$ cat src/rtl/strobe_counter_bank.sv
// rtl/strobe_counter_bank.sv - multi-channel strobe event counter with delay alignment and sticky overflow
// Optional atomic snapshot of counters and timestamp: define STROBE_COUNTER_BANK_SNAPSHOT_EN.
module strobe_counter_bank #(
   parameter int CHANNELS    = 2,
   parameter int WIDTH       = 4,
   parameter int DELAY       = 1,
   parameter int EDGE_MODE   = 0,
   parameter int SATURATE    = 0,
   parameter int CYCLE_WIDTH = 8
) (
   input  logic                      clk,
   input  logic                      reset,
   input  logic [CHANNELS-1:0]       strobe_in,
   input  logic                      clear,
   input  logic                      capture,
   output logic [CHANNELS*WIDTH-1:0] counts,
   output logic [CHANNELS-1:0]       overflow,
   output logic [CYCLE_WIDTH-1:0]    cycle_count,
   output logic [CHANNELS*WIDTH-1:0] snap_counts,
   output logic [CYCLE_WIDTH-1:0]    snap_cycle,
   output logic                      snap_valid
);

   logic [CHANNELS-1:0] d;
   logic [CHANNELS-1:0] inc;

   generate
      if (DELAY == 0) begin : g_no_delay
         assign d = strobe_in;
      end else begin : g_delay
         logic [CHANNELS-1:0] line [DELAY];
         always_ff @(posedge clk or posedge reset) begin
            if (reset) begin
               for (int i = 0; i < DELAY; i++) line[i] <= '0;
            end else begin
               line[0] <= strobe_in;
               for (int i = 1; i < DELAY; i++) line[i] <= line[i-1];
            end
         end
         assign d = line[DELAY-1];
      end

      // prev tracks the delayed strobe, so the edge is seen after alignment
      if (EDGE_MODE != 0) begin : g_edge
         logic [CHANNELS-1:0] prev;
         always_ff @(posedge clk or posedge reset) begin
            if (reset) prev <= '0;
            else       prev <= d;
         end
         assign inc = d & ~prev;
      end else begin : g_level
         assign inc = d;
      end

      for (genvar k = 0; k < CHANNELS; k++) begin : g_chan
         logic [WIDTH-1:0] cnt;
         logic             ovf;
         always_ff @(posedge clk or posedge reset) begin
            if (reset) begin
               cnt <= '0;
               ovf <= 1'b0;
            end else if (clear) begin
               cnt <= '0;
               ovf <= 1'b0;
            end else if (inc[k]) begin
               if (&cnt) begin
                  ovf <= 1'b1;
                  if (SATURATE == 0) cnt <= '0;
               end else begin
                  cnt <= cnt + WIDTH'(1);
               end
            end
         end
         assign counts[k*WIDTH +: WIDTH] = cnt;
         assign overflow[k]              = ovf;
      end
   endgenerate

   always_ff @(posedge clk or posedge reset) begin
      if (reset) cycle_count <= '0;
      else       cycle_count <= cycle_count + CYCLE_WIDTH'(1);
   end

`ifdef STROBE_COUNTER_BANK_SNAPSHOT_EN
   // Snapshot samples pre-edge values, so a concurrent clear reads-then-clears
   always_ff @(posedge clk or posedge reset) begin
      if (reset) begin
         snap_counts <= '0;
         snap_cycle  <= '0;
         snap_valid  <= 1'b0;
      end else begin
         snap_valid <= capture;
         if (capture) begin
            snap_counts <= counts;
            snap_cycle  <= cycle_count;
         end
      end
   end
`else
   logic unused_capture;
   assign unused_capture = capture;
   assign snap_counts    = '0;
   assign snap_cycle     = '0;
   assign snap_valid     = 1'b0;
`endif

endmodule

$ cat config.mk
export PLATFORM = sky130hd
export DESIGN_NAME = strobe_counter_bank
export DESIGN_NICKNAME = d
export VERILOG_FILES = /design/src/rtl/strobe_counter_bank.sv
export SDC_FILE = /design/constraint.sdc
export NUM_CORES = 1
export LEC_CHECK = 0
export CAP_MARGIN = 5
export CORE_AREA = 2 2 45 58
export DETAILED_ROUTE_END_ITERATION = 7
export DIE_AREA = 0 0 47 60
export MAX_ROUTING_LAYER = met4
export PLACE_DENSITY = 0.89
export SETUP_SLACK_MARGIN = 0.3
export SYNTH_ARGS = -nofsm -noshare
export SYNTH_HDL_FRONTEND = slang
export SYNTH_SLANG_ARGS = --single-unit
$ cat constraint.sdc
create_clock -name clk -period 2.6 [get_ports clk]
set_input_delay 0.65 -clock clk [delete_from_list [all_inputs] [get_ports clk]]
set_output_delay 0.65 -clock clk [all_outputs]
set_load 0.05 [all_outputs]
# Word-level counts from Yosys, hierarchy flattened

Index checks and enable logic that the tools add are counted.

Bits of input ports: 6
Logic and storage cells: 29
Output and inout bits: 35
Flip-flop bits (word level): 20

Add/sub/neg operators: 3
Mux-type cells: 12
Reductions and logical operators: 8

Operator list:

| cell                                                           | count |
|---|---|
| 4-bit two-way mux                                              | 6 |
| 4-bit by 1-bit adder with 4-bit output (second input constant) | 2 |
| 8-bit by 1-bit adder with 8-bit output (second input constant) | 1 |
| 4-bit AND reduction                                            | 2 |
| 2-bit nonzero test                                             | 4 |
| 1-bit two-way mux                                              | 6 |
| 2-bit AND reduction                                            | 2 |

# Depth between registers and ports, before layout

Gate-level depths: netlist (run 1).

Depth after elaboration: 4
Mapped depth: 4

# Least setup slack after synthesis (run 1)

No wires, ideal clock.

Path type: reg2reg
From: reg cycle_count[0]
To: reg cycle_count[6]
Period minus slack after synthesis: 1.401 ns
Path slack: 1.199 ns
Stages on the path, launching flop included: 5
Setup time: 0.082 ns
Arrival time: 1.319 ns
Required time: 2.518 ns
Cells stage by stage: dfrtp_1 -> ha_1 -> nand3_1 -> nor2_1 -> xor2_1

Word-level cells in the longest chain between the ends: 1

RTL lines:

| what                                   | RTL line | text |
|---|---|---|
| start: declaration                     | 18       | `output logic [CYCLE_WIDTH-1:0] cycle_count,` |
| start signal: assignment               | 81       | `else cycle_count <= cycle_count + CYCLE_WIDTH'(1);` |
| 8-bit by 1-bit adder with 8-bit output | 81       |  |

Every way passes these cells.
A chain may end at the register's enable or synchronous reset.

# Worst setup path after layout (run 1)

From: reg cycle_count[3]
To: out cycle_count[3]

No word-level cell between the ends.

==> results.txt, run 1 <==
Met3 wire len = 106 µm
Final setup fails = 0
Pwr Total = 621 µW
Clock buffer depth = 2
Main synth FF type = dfrtp_1
DRC viols = 0
Cell Count Post-Placement = 145
VDD IR max = 0.000349 V
Core area = 0.00230 mm²
RSZ-0062 raised after global routing = no
Worst path top cell family by delay = buffers and inverters
Initial antenna violation count = 0
Post-CTS setup repair buffer count = 0
Yosys warns = 0
Growth of design area from synthesis to finish = 22.4%
Mapped Cells = 94
Setup Total Neg Slack = 0 ns
Global-route usage over all layers = 14.4%
Flops & latches, synth = 20
I/O Buffers = 22
DIE AREA = 0.00282 mm²
CP Launch Type = register
Quantity of gates resized following cts = 0
Fin crit period = 2.24 ns
Nets@finish = 126
Clock Latency Late Sink = 0.30 ns
Crit end category = output port
First-pass DRT Iterations = 4
Die Y = 60 µm
Number of global-route vias before repair = 646
Setup Crit Path Kind = register to output port
PD cells = 519 mW/mm²
Drt via density = 4.59
Max_cap viols = 0
R2r setup slk = 1.46 ns
Max Fclk = 445 MHz
FP Rows = 20
Sequential-to-total area share from yosys stat = 51.2%
Most common cell after layout, fill and taps aside = dfrtp_1
Max-slew headroom = 51.0%
Most frequent cells in the layout = dfrtp_1 (20), clkdlybuf4s50_1 (19), conb_1 (17)
Non-filler cells, final = 149
Max layer used = met4
RD Place Congestion = 0.736
IO Pins = 41
Initial Utilization = 42.5%
Hold Crit Class = register to register
Met2 WL = 849 µm
Beginning of the worst hold path = cycle_count[7]$_DFF_PP0_
Post-route ant nets = 0
CTS sink cnt = 20
Placed cell areas = 0.00115 mm²
CP required = 1.95 ns
Post-DP HPWL = 1270 µm
Metal1 wirelength = 719 µm
Layout cells sized above 1 = 3.45%
H-tree Lvls = 1
Critical Path AT = 1.59 ns
N_diodes = 0
CTS buffer count = 3
Worst-margin pin slew = 0.735 ns
DRT Wirelength = 1720 µm
Initial DRC count = 10
Crit-path slowest cell = clkdlybuf4s50_1
Syn_area_per_cell = 10.4 µm²
Largest net degree at the start of global routing = 21
Mapped cell area = 978 µm²
Root Buffer = clkbuf_4
Buf/Inv on CP = 1
Critical path origin = cycle_count[3]$_DFF_PP0_
Number of flops mapped to enable cells by yosys = 0
Status = complete, no violations
Leak = 0.616 nW
GRT Residual Overflow = 0
Post-CTS Hold Fix Bufs = 0
Worst-path clk slew = 0.12 ns
Max stage delay on crit path = 0.84 ns
R2R Path Start = cycle_count[0]$_DFF_PP0_
Critical Path Fanout Max = 5
Routed WL per cell = 11.5 µm
CP Cell Sequence = clkdlybuf4s50_1
Unique masters post-synth = 21
Fin area = 0.00120 mm²
Final Cycle Share = 86.3%
Die Span X = 47 µm
CTS tree = built
Final hold viol count = 0
Pins Over Slew Limit = 0
Hold slack = 0.481 ns
First-pass GRT wire length = 2810 µm
Final Skew = 0.00830 ns
Post-synth ARST share = 100%
DR vias = 684
==> per-layer routing <==
| layer | global-route usage (%) | up-vias |
|---|---|---|
| met5 | - | - |
| met4 | 7.14 | 0 |
| li1 | - | 319 |
| met2 | 21.5 | 31 |
| met1 | 19.1 | 329 |
| met3 | 1.81 | 5 |
==> cell families after synthesis <==
kind of cell	Yosys count	share of synthesized area, %
flops	20	51.2
compound gates	10	6.01
simple gates	27	12.7
buf+inv	22	15.7
other cells	1	0.383
xor+xnor	8	7.16
fa+ha+maj	3	3.84
mux	3	3.07
==> Yosys cell counts, drive strengths merged (2+ instances only) <==
cell | instances | share of area [%]
inv | 2 | 0.77
buf | 19 | 15
o21ai | 2 | 1.0
xnor2 | 3 | 2.7
a41oi | 2 | 1.8
nand3 | 5 | 2.6
xor2 | 5 | 4.5
ha | 3 | 3.8
a21oi | 5 | 2.6
mux2i | 3 | 3.1
nor2 | 9 | 3.5
dfrtp | 20 | 51
or3 | 2 | 1.3
nand2 | 7 | 2.7
==> worst paths after layout <==
path / cells after the start / endpoint
max reg2reg: 4 / cycle_count[6]$_DFF_PP0_
min reg2reg: 1 / cycle_count[7]$_DFF_PP0_
min in group asynchronous: 2 / cycle_count[6]$_DFF_PP0_
min: 1 / cycle_count[7]$_DFF_PP0_
max in group asynchronous: 2 / g_chan[0].cnt[3]$_DFFE_PP0P_
max: 1 / cycle_count[3]
==> report_power, final <==
group	total [mW]	internal [mW]	leakage (nW)	switching [mW]
Sequential	0.328	0.318	0.257	0.0100
Combinational	0.111	0.0219	0.338	0.0892
Clock	0.182	0.0855	0.0210	0.0965
==> layout make-up <==
| class | instances | area, µm² |
|---|---|---|
| fillers | 229 | 1100 |
| clock buffers | 4 | 36.3 |
| repair buffers | 22 | 228 |
| flip-flops and latches | 20 | 500 |
| inverters | 2 | 7.51 |
| multi-input cells | 68 | 384 |
| well taps | 33 | 41.3 |
==> metrics by stage <==
stage	setup WS, ns	util, %
finish	0.355	52.0
CTS	0.323	51.7
floorplan	1.20	-
detailed placement	0.670	50.1
global route	0.304	52.0
global placement	0.684	50.1
==> worst reg2reg max path, stage by stage (launching register included) <==
cell and delay (ns):
dfrtp_1 0.44, ha_1 0.21, nand3_1 0.12, nor2_1 0.16, xor2_1 0.15
==> registers in the layout, summed over array words and instances (netlist names) <==
name / flops
cycle_count: 8
d: 2
g_chan.cnt: 8
g_chan.ovf: 2
Power figures use the tool's default switching activity.
==> run 2: changes to the inputs <==
Settings changed: PLACE_DENSITY 0.89 to 0.85.
==> run 2 against run 1 <==
Net effect: via count rose by 0.29%; global-route usage down 1.6 points; utilization fell by 0.82 points.
==> results.txt, run 2 (synthesis results as in run 1) <==
Status = complete, no violations
Leak = 0.576 nW (-6.5%)
Final hold viol count = 0 (unchanged)
Buf/Inv on CP = 1 (unchanged)
Fraction of power spent switching nets = 31.7% (+0.13 points)
Post-DP HPWL = 1190 µm (-5.6%)
Fin util = 51.2% (-0.82 points)
Critical Path Fanout Max = 5 (unchanged)
CTS buffer count = 3 (unchanged)
Max stage delay on crit path = 0.84 ns (about the same)
RSZ-0062 raised after global routing = no
Initial antenna violation count = 0 (unchanged)
Fin area = 0.00118 mm² (-1.6%)
Core area = 0.00230 mm² (unchanged)
Root Buffer = clkbuf_4
Quantity of gates resized following cts = 0 (unchanged)
Post-CTS Hold Fix Bufs = 0 (unchanged)
DIE AREA = 0.00282 mm² (unchanged)
N_diodes = 0 (unchanged)
Clock buffer depth = 2 (unchanged)
CP Cell Sequence = clkdlybuf4s50_1
Growth of design area from synthesis to finish = 20.5%
CTS tree = built
Worst-path clk slew = 0.10 ns (-0.02 ns)
Most frequent cells in the layout = clkdlybuf4s50_1 (21), dfrtp_1 (20), conb_1 (17)
Setup Crit Path Kind = register to output port
Layout cells sized above 1 = 2.61% (-0.84 points)
Placed cell areas = 0.00115 mm² (unchanged)
Largest net degree at the start of global routing = 21 (unchanged)
VDD IR max = 0.000395 V (+13%)
Crit end category = output port
Crit-path slowest cell = clkdlybuf4s50_1
DRC viols = 0 (unchanged)
Initial DRC count = 5 (-5)
Switching Power = 182 µW (-6.8%)
Cell-internal power = 394 µW (-7.4%)
First-pass DRT Iterations = 3 (-1)
Worst-margin pin slew = 0.712 ns (-0.0230 ns)
Max Fclk = 448 MHz (+0.53%)
Max_cap viols = 0 (unchanged)
Final setup fails = 0 (unchanged)
Pins Over Slew Limit = 0 (unchanged)
Initial Utilization = 42.5% (unchanged)
First-pass GRT wire length = 2580 µm (-8.1%)
Beginning of the worst hold path = cycle_count[7]$_DFF_PP0_
Cell Count Post-Placement = 145 (unchanged)
Number of global-route vias before repair = 614 (-5.0%)
Die Span X = 47 µm (unchanged)
RD Place Congestion = 0.691 (-6.2%)
IO Pins = 41 (unchanged)
Worst path top cell family by delay = buffers and inverters
Post-route ant nets = 0 (unchanged)
PD cells = 489 mW/mm² (-5.7%)
CTS sink cnt = 20 (unchanged)
DRT Wirelength = 1600 µm (-6.9%)
Clk pwr share = 23.8% (-5.5 points)
H-tree Lvls = 1 (unchanged)
Hold Crit Class = register to register
Routed WL per cell = 10.8 µm (-6.2%)
# fillers = 221 (-3.5%)
Critical Path AT = 1.58 ns (about the same)
Critical path origin = cycle_count[3]$_DFF_PP0_
Die Y = 60 µm (unchanged)
DR vias = 686 (+0.29%)
Final Skew = 0.000990 ns (-0.00731 ns)
Logic pwr share = 19.3% (+1.4 points)
Max-slew headroom = 52.5% (+1.5 points)
Fin crit period = 2.23 ns (-0.0119 ns)
Clock Latency Late Sink = 0.29 ns (about the same)
Non-filler cells, final = 148 (-0.67%)
Drt via density = 4.64 (+0.97%)
Biggest regs = cycle_count: 8 flops, g_chan.cnt: 8 flops
Post-CTS setup repair buffer count = 0 (unchanged)
Global-route usage over all layers = 12.9% (-1.6 points)
I/O Buffers = 22 (unchanged)
Final Cycle Share = 85.9% (-0.46 points)
R2R Path Start = cycle_count[0]$_DFF_PP0_
CP Launch Type = register
CP required = 1.95 ns (about the same)
Nets@finish = 126 (unchanged)
GRT Residual Overflow = 0 (unchanged)
Most common cell after layout, fill and taps aside = clkdlybuf4s50_1
Flop pwr share = 56.9% (+4.1 points)
FP Rows = 20 (unchanged)
Setup Total Neg Slack = 0 ns (unchanged)
run 2: changes by cell type in the layout (fill, tap and decap cells not counted):
cell,previous run,this run
clkdlybuf4s50_1,19,21
dlymetal6s2s_1,3,1
clkbuf_8,1,0
run 2: final timing paths:
kind	to	slack [ns]	cells past startpoint
max	cycle_count[3]	0.37	1
min	cycle_count[7]$_DFF_PP0_	0.48	1
max reg2reg	cycle_count[6]$_DFF_PP0_	1.45	4
min reg2reg	cycle_count[7]$_DFF_PP0_	0.48	1
max in group asynchronous	g_chan[0].ovf$_DFFE_PP0P_	1.39	2
min in group asynchronous	cycle_count[2]$_DFF_PP0_	0.77	2
run 2: power by group through the flow:
stage                     logic (mW)  clock network [mW]  registers, mW
after detailed placement       0.112                   0          0.334
after global routing           0.119               0.157          0.329
after CTS                      0.112               0.143          0.328
after global placement         0.110                   0          0.333
after floorplan               0.0925                   0          0.351
final                          0.111               0.137          0.328
run 2: metal layers:
| metal | wire (µm) | up-vias | track usage (%) |
|---|---|---|---|
| met3 | 106 | 2 | 1.81 |
| met5 | 0 | - | - |
| li1 | - | 324 | - |
| met2 | 790 | 30 | 21.7 |
| met1 | 684 | 330 | 15.8 |
| met4 | 19 | 0 | 3.57 |
run 2: metrics by stage:
stage	worst slack (ns)	power, mW	hold slack [ns]
after global routing	0.312	0.605	0.508
final	0.367	0.576	0.482
after global placement	0.690	0.444	0.459
after CTS	0.329	0.582	0.484
after floorplan	1.20	0.443	0.467
after detailed placement	0.679	0.446	0.459
run 2: area by class of cell:
class	count	area [µm²]	area share (%)
Clock buffer	3	22.5	1.91
Inverter	2	7.51	0.637
Multi-Input combinational cell	68	384	32.6
Sequential cell	20	500	42.5
Tap cell	33	41.3	3.50
Timing Repair Buffer	22	223	18.9
==> run 3: changes to the inputs <==
Settings changed: REMOVE_ABC_BUFFERS set to 1.
==> run 3 against run 2 <==
Net effect: count of clock-buffer cells in the layout grew 1; largest power group unchanged; worst hold slack lost 0.0050 ns; cell count grew 0.68%; first-iteration DRC count grew 120%; sequential cell count is the same; clock power grew 26%; clock skew is essentially flat; via count shrank 1.0%; sequential share of layout area shrank 0.58 points; utilization grew 0.71 points; sequential power is essentially flat; combinational power is essentially flat; largest cell class unchanged.
==> results.txt, run 3 (synthesis results as in run 1) <==
Crit-path slowest cell = clkdlybuf4s50_1
Initial Utilization = 42.5% (unchanged)
Max stage delay on crit path = 0.84 ns (about the same)
Worst-margin pin slew = 0.726 ns (+0.0146 ns)
Final setup fails = 0 (unchanged)
CP required = 1.95 ns (about the same)
Max-slew headroom = 51.5% (-0.98 points)
Clock Latency Late Sink = 0.29 ns (about the same)
Growth of design area from synthesis to finish = 22.1%
DR vias = 679 (-1.0%)
Cell Count Post-Placement = 145 (unchanged)
R2R Path Start = cycle_count[0]$_DFF_PP0_
R2r setup slk = 1.45 ns (about the same)
Largest net degree at the start of global routing = 21 (unchanged)
Setup Crit Path Kind = register to output port
Routed WL per cell = 10.8 µm (+0.20%)
IO Pins = 41 (unchanged)
Leak = 0.583 nW (+1.2%)
Max Fclk = 450 MHz (+0.42%)
Post-CTS Hold Fix Bufs = 0 (unchanged)
CTS sink cnt = 20 (unchanged)
Biggest regs = cycle_count: 8 flops, g_chan.cnt: 8 flops
Hold Crit Class = register to register
N_diodes = 0 (unchanged)
FP Rows = 20 (unchanged)
Worst-path clk slew = 0.10 ns (about the same)
Buf/Inv on CP = 1 (unchanged)
DIE AREA = 0.00282 mm² (unchanged)
Max_cap viols = 0 (unchanged)
Clock buffer depth = 2 (unchanged)
Post-CTS setup repair buffer count = 0 (unchanged)
Initial DRC count = 11 (+6)
GRT Residual Overflow = 0 (unchanged)
CTS tree = built
Die Span X = 47 µm (unchanged)
VDD IR max = 0.000346 V (-13%)
CTS buffer count = 3 (unchanged)
Critical Path AT = 1.57 ns (about the same)
Critical Path Fanout Max = 5 (unchanged)
Setup Total Neg Slack = 0 ns (unchanged)
Worst r2r path cells = 4 (unchanged)
Crit Reg-Reg Endpoint = cycle_count[6]$_DFF_PP0_
DRT Wirelength = 1610 µm (+0.88%)
Critical Path Sink = counts[2]
H-tree Lvls = 1 (unchanged)
Status = complete, no violations
I/O Buffers = 22 (unchanged)
CP Cell Sequence = clkdlybuf4s50_1
Drt via density = 4.56 (-1.7%)
Number of global-route vias before repair = 615 (+0.16%)
RSZ-0062 raised after global routing = no
Die Y = 60 µm (unchanged)
Crit end category = output port
Non-filler cells, final = 149 (+0.68%)
Initial antenna violation count = 0 (unchanged)
Global-route usage over all layers = 13.8% (+0.88 points)
First-pass DRT Iterations = 4 (+1)
Core area = 0.00230 mm² (unchanged)
Most frequent cells in the layout = dfrtp_1 (20), clkdlybuf4s50_1 (20), conb_1 (17)
PD cells = 512 mW/mm² (+4.7%)
Fin util = 51.9% (+0.71 points)
Layout cells sized above 1 = 3.45% (+0.84 points)
Post-route ant nets = 0 (unchanged)
Fin crit period = 2.22 ns (-0.00928 ns)
Final hold viol count = 0 (unchanged)
CP Launch Type = register
Worst path top cell family by delay = buffers and inverters
Hold slack = 0.477 ns (-0.00501 ns)
Root Buffer = clkbuf_4
First-pass GRT wire length = 2750 µm (+6.7%)
RD Place Congestion = 0.731 (+5.9%)
Post-DP HPWL = 1310 µm (+9.7%)
Nets@finish = 126 (unchanged)
Critical path origin = g_chan[0].cnt[2]$_DFFE_PP0P_
Final Cycle Share = 85.5% (-0.36 points)
Final Skew = 0.000845 ns (-0.000144 ns)
Crit path depth = 1 (unchanged)
Pins Over Slew Limit = 0 (unchanged)
DRC viols = 0 (unchanged)
-- run 3: metrics by stage --
step | worst slack [ns] | power (mW) | area [µm²]
floorplan | 1.20 | 0.421 | 892
global placement | 0.683 | 0.444 | 1150
detailed placement | 0.663 | 0.447 | 1150
CTS | 0.325 | 0.619 | 1190
global route | 0.310 | 0.640 | 1190
finish | 0.376 | 0.612 | 1190
-- run 3: worst min-delay path by stage --
| stage | startpoint | end | slack [ns] | cells after the start |
|---|---|---|---|---|
| detailed placement | cycle_count[7]$_DFF_PP0_ | cycle_count[7]$_DFF_PP0_ | 0.46 | 1 |
| global route | cycle_count[7]$_DFF_PP0_ | cycle_count[7]$_DFF_PP0_ | 0.49 | 1 |
| global placement | cycle_count[7]$_DFF_PP0_ | cycle_count[7]$_DFF_PP0_ | 0.46 | 1 |
| CTS | cycle_count[7]$_DFF_PP0_ | cycle_count[7]$_DFF_PP0_ | 0.48 | 1 |
| floorplan | d[0]$_DFF_PP0_ | g_chan[0].cnt[0]$_DFFE_PP0P_ | 0.59 | 2 |
| finish | cycle_count[7]$_DFF_PP0_ | cycle_count[7]$_DFF_PP0_ | 0.48 | 1 |
-- run 3: final cells by class --
| cell class | count | area [µm²] |
|---|---|---|
| repair buffers | 22 | 225 |
| well taps | 33 | 41.3 |
| flip-flops and latches | 20 | 500 |
| clock buffers | 4 | 36.3 |
| inverters | 2 | 7.51 |
| multi-input cells | 68 | 384 |
| fillers | 220 | 1110 |
-- run 3: power by group --
| part | internal, mW | total (mW) | switching (mW) |
|---|---|---|---|
| clock network | 0.0852 | 0.172 | 0.0868 |
| logic | 0.0223 | 0.112 | 0.0896 |
| registers | 0.318 | 0.328 | 0.0103 |
| total | 0.425 | 0.612 | 0.187 |
-- run 3: what timing repair did --
| action | 4_1_cts | 5_1_grt |
|---|---|---|
| resized for setup | 0 | 2 |
| hold endpoints to repair | 0 | 0 |
| setup endpoints to repair | 0 | 2 |
-- run 3: routing by layer --
layer  up-vias  track usage (%)  wire length, µm
met5         -                -                0
met4         0             3.57                0
met3         0             1.81              104
met2        28             23.5              885
met1       332             16.8              623
li1        319                -                -
-- run 3: worst register-to-register path, cell delays in order (launching register included) --
cell     delay [ns]
dfrtp_1        0.46
ha_1           0.22
nand3_1        0.12
nor2_1         0.15
xor2_1         0.15
